==> config.mk <==
export PLATFORM = sky130hd
export DESIGN_NAME = fifo_ctrl_mem
export DESIGN_NICKNAME = d
export VERILOG_FILES = /design/src/rtl/fifo_ctrl_mem.sv
export SDC_FILE = /design/constraint.sdc
export NUM_CORES = 1
export LEC_CHECK = 0
export CORE_MARGIN = 8
export CORE_UTILIZATION = 25
export DETAILED_ROUTE_END_ITERATION = 16
export GPL_TIMING_DRIVEN = 0
export PLACE_DENSITY = 0.51
export SYNTH_ARGS = -nofsm -noshare
export SYNTH_HDL_FRONTEND = slang
export SYNTH_SLANG_ARGS = --single-unit
export TNS_END_PERCENT = 100
==> constraint.sdc <==
create_clock -name clk -period 3.54 [get_ports clk]
set_clock_uncertainty 0.1 [all_clocks]
set_input_delay 0.354 -clock clk [delete_from_list [all_inputs] [get_ports clk]]
set_output_delay 0.354 -clock clk [all_outputs]
set_load 0.1 [all_outputs]
==> src/rtl/fifo_ctrl_mem.sv <==
// Synchronous push/pop FIFO with internal storage, registered read data and occupancy flags.
// Optional sticky overflow/underflow reporting is enabled by defining FIFO_ERROR_FLAGS_EN.
module fifo_ctrl_mem #(
  parameter int DATA_WIDTH      = 8,
  parameter int ADDR_WIDTH      = 3,
  parameter int ALMOST_FULL_TH  = 6,
  parameter int ALMOST_EMPTY_TH = 2
) (
  input  logic                  clk,
  input  logic                  reset_L,
  input  logic [DATA_WIDTH-1:0] FIFO_data_in,
  input  logic                  push,
  input  logic                  pop,
  output logic [DATA_WIDTH-1:0] FIFO_data_out,
  output logic                  valid_out,
  output logic                  full,
  output logic                  empty,
  output logic                  almost_full,
  output logic                  almost_empty,
  output logic [ADDR_WIDTH:0]   fifo_count,
  output logic [1:0]            error
);

  localparam int DEPTH = 1 << ADDR_WIDTH;
  localparam logic [ADDR_WIDTH:0] DEPTH_C = (ADDR_WIDTH+1)'(DEPTH);
  localparam logic [ADDR_WIDTH:0] AF_TH   = (ADDR_WIDTH+1)'(ALMOST_FULL_TH);
  localparam logic [ADDR_WIDTH:0] AE_TH   = (ADDR_WIDTH+1)'(ALMOST_EMPTY_TH);

  // Handshake: a push is taken on a rising edge when push=1 and full=0; a pop is
  // taken when pop=1 and empty=0. Both decisions use the flags registered before
  // that edge, so an empty FIFO never reads through a same-cycle push.
  logic [DATA_WIDTH-1:0] mem [DEPTH];
  logic [ADDR_WIDTH-1:0] wr_ptr;
  logic [ADDR_WIDTH-1:0] rd_ptr;
  logic                  push_acc;
  logic                  pop_acc;

  assign push_acc = push && !full;
  assign pop_acc  = pop && !empty;

  always_ff @(posedge clk) begin
    if (push_acc) begin
      mem[wr_ptr] <= FIFO_data_in;
    end
  end

  always_ff @(posedge clk or negedge reset_L) begin
    if (!reset_L) begin
      wr_ptr <= '0;
    end else if (push_acc) begin
      wr_ptr <= wr_ptr + 1'b1;
    end
  end

  always_ff @(posedge clk or negedge reset_L) begin
    if (!reset_L) begin
      rd_ptr <= '0;
    end else if (pop_acc) begin
      rd_ptr <= rd_ptr + 1'b1;
    end
  end

  always_ff @(posedge clk or negedge reset_L) begin
    if (!reset_L) begin
      fifo_count <= '0;
    end else begin
      case ({push_acc, pop_acc})
        2'b10:   fifo_count <= fifo_count + 1'b1;
        2'b01:   fifo_count <= fifo_count - 1'b1;
        default: fifo_count <= fifo_count;
      endcase
    end
  end

  // Read data holds its last value when no pop is taken; only valid_out pulses.
  always_ff @(posedge clk or negedge reset_L) begin
    if (!reset_L) begin
      FIFO_data_out <= '0;
      valid_out     <= 1'b0;
    end else begin
      valid_out <= pop_acc;
      if (pop_acc) begin
        FIFO_data_out <= mem[rd_ptr];
      end
    end
  end

  assign full         = (fifo_count == DEPTH_C);
  assign empty        = (fifo_count == '0);
  assign almost_full  = (fifo_count >= AF_TH);
  assign almost_empty = (fifo_count <= AE_TH);

`ifdef FIFO_ERROR_FLAGS_EN
  logic overflow;
  logic underflow;

  assign overflow  = push && full;
  assign underflow = pop && empty;

  always_ff @(posedge clk or negedge reset_L) begin
    if (!reset_L) begin
      error <= 2'b00;
    end else begin
      if (overflow)  error[1] <= 1'b1;
      if (underflow) error[0] <= 1'b1;
    end
  end
`else
  assign error = 2'b00;
`endif

endmodule

==> run summary <==
Crit path launch type: register
Core area: 0.0137 mm²
FILL cells: 1,359
Most common cell after layout, fill and taps aside: edfxtp_1
Status: complete, no violations
P&R area growth vs syn: 24.8%
Worst-margin pin slew: 1.01 ns
Row cnt: 43
Layout cell share with drive strength beyond 1: 18.9%
Clock Latency Late Sink: 0.33 ns
Global-route wire length before repair: 11,500 µm
Slowest stage delay, CP: 0.73 ns
Crit Path Class: reg -> reg
Antenna viol nets, final: 0
Cell repeated most along the worst path: ha_1
Clock Tree Buf Depth: 2
Global route total overflow: 0
Vias in the first global route: 2,003
Count of cell types in the netlist: 36
Footprint of the multi-input gates: 972 µm²
Final period utilization: 85.5%
Seq/Total Area, Yosys: 69.2%
CTS tree: done
Mapped Cells: 225
Commonest cells after routing, fill and taps aside: edfxtp_1 (64), clkdlybuf4s50_1 (28), nand2_1 (23), mux2i_1 (17), mux2_2 (16)
Hold Path Class: reg -> reg
Syn_area_per_cell: 15.4 µm²
Clock Tree Root: clkbuf_16
Critical path fanouts, max: 10
Input/output buffers: 28
Antenna diodes: 0
Fmax: 330 MHz
Initial antenna violation count: 0
Pins Over Slew Limit: 0
Vias per cell: 4.31
Initial Util: 25.2%
Critical Path, Cell by Cell: buf_2, o41ai_4, inv_2, ha_1, ha_1, a21oi_1, o21ai_0, o311ai_0
Wirelength per Cell: 16.4 µm
Placer Congestion: 0.706
Crit path capture type: register
Reg area: 0.00240 mm²
DIE HEIGHT: 134 µm
DR iter-0 viols: 187
R2R setup slack: 0.51 ns
Die area: 0.0179 mm²
Final WL: 7370 µm
First-pass DRT Iterations: 4
Total number of clock tree sinks: 83
# Max-Cap Violations: 0
IO Pins: 31
Via count: 1,939
Gr usage total: 8.58%
Worst rel slew slack: 32.3%
Postcts setup bufs: 0
Yosys warnings: 0
Largest net degree at the start of global routing: 20
Hpwl dp: 4860 µm
Synth Register Bits: 83
Post-synthesis cell area: 0.00346 mm²
Hold Fails Final Rpt: 0
Unrepaired setup endpoints after global routing: false
Post-CTS Hold Fix Bufs: 0
CP Data Arrival Time: 3.14 ns
CP required: 3.65 ns
Core Util, Final: 31.5%
H-tree lvl count: 3
Clk slew on worst S/H paths: 0.06 ns
Clock period minus worst slack: 3.03 ns
Inserted Clock Buffers: 9
Nets: 283
DR DRC count: 0
TNS Setup: 0 ns
Post-cts resize count: 0
Final setup fails: 0
Die Width: 134 µm
CP max-delay cell: o41ai_4
[layout make-up]
class / count / share of cell area (%)
Buffer: 12 / 2.20
Clock buffer: 9 / 5.21
Clock inverter: 7 / 2.14
Inverter: 7 / 0.608
Multi-Input combinational cell: 124 / 22.5
Sequential cell: 83 / 55.6
Tap cell: 180 / 5.21
Timing Repair Buffer: 28 / 6.49
[Yosys cell counts]
| master | n | area share (%) |
|---|---|---|
| xor2_1 | 1 | 0.25 |
| o21ai_0 | 3 | 0.43 |
| o41ai_4 | 1 | 0.80 |
| fa_1 | 1 | 0.58 |
| nand2_1 | 23 | 2.5 |
| buf_2 | 1 | 0.14 |
| a221o_1 | 8 | 2.3 |
| nand4b_1 | 1 | 0.25 |
| dfrtp_1 | 19 | 14 |
| a21o_1 | 1 | 0.22 |
| nor3_1 | 3 | 0.43 |
| o311ai_0 | 1 | 0.25 |
| or3_1 | 1 | 0.18 |
| buf_1 | 1 | 0.11 |
| buf_8 | 2 | 0.87 |
| buf_4 | 5 | 1.1 |
| o21ai_1 | 8 | 1.2 |
| buf_6 | 1 | 0.33 |
| nor4b_2 | 1 | 0.43 |
| mux2i_1 | 17 | 4.9 |
| nor4_1 | 2 | 0.36 |
| nor2b_1 | 2 | 0.36 |
| inv_2 | 1 | 0.11 |
| mux2_2 | 16 | 5.2 |
| nor2_1 | 7 | 0.76 |
| nor3b_1 | 1 | 0.22 |
| a21oi_1 | 1 | 0.14 |
| edfxtp_1 | 64 | 56 |
| nand2b_1 | 5 | 0.90 |
| o22ai_1 | 8 | 1.4 |
| a211oi_1 | 1 | 0.22 |
| xnor2_1 | 4 | 1.0 |
| ha_1 | 5 | 1.8 |
| inv_1 | 6 | 0.65 |
| clkbuf_1 | 2 | 0.22 |
| conb_1 | 1 | 0.11 |
[cells by family (layout without fill, tap and decap cells)]
family          Yosys count  in the layout  share of synthesized area [%]
flops                    83             83                           69.2
simple gates             46             46                           6.40
mux                      33             33                           10.1
compound gates           32             32                           6.98
buf+inv                  19             63                           3.51
fa+ha+maj                 6              6                           2.39
xor+xnor                  5              5                           1.26
other cells               1              2                          0.108
[final timing paths]
path                                     to  cells past startpoint             start
min reg2reg                FIFO_data_out[1]                      2  FIFO_data_out[1]
max reg2reg                   fifo_count[3]                      8     fifo_count[3]
min                        FIFO_data_out[1]                      2  FIFO_data_out[1]
min in group asynchronous  FIFO_data_out[1]                      1           reset_L
max                           fifo_count[3]                      8     fifo_count[3]
max in group asynchronous     fifo_count[3]                      1           reset_L
[metal layers]
metal,track usage (%),up-vias,share of wire [%],wire (µm)
li1,-,923,-,-
met1,10.3,969,45,3300
met2,13.9,35,50,3650
met3,2.41,12,3.7,271
met4,3.93,0,2.0,144
met5,0,-,0,0
[state kept, by name, summed over array words and instances (netlist names)]
name / flops
mem: 64
FIFO_data_out: 8
fifo_count: 4
rd_ptr: 3
wr_ptr: 3
valid_out: 1
[critical path: cells and delay by family, from the launching register on]
family                   cells  cell delay [ns]
adder cells (fa/ha/maj)      2             0.62
flip-flops                   1             0.46
buffers and inverters        2             0.32
AO/OA/AOI/OAI                4             1.42
[stage by stage]
stage          cell area, µm²  cells  hold slack (ns)  setup slack [ns]
6_report                 4320    450            0.386             0.514
4_1_cts                  4320    450            0.396             0.494
5_1_grt                  4320    450            0.410             0.161
2_1_floorplan            3490    226          -0.0416           -0.0968
3_5_place_dp             4000    434            0.382             0.513
3_3_place_gp             3990    434            0.372             0.508
Power is not shown: default switching activity piles up to over one toggle a cycle in this logic, so the estimate is an artifact.
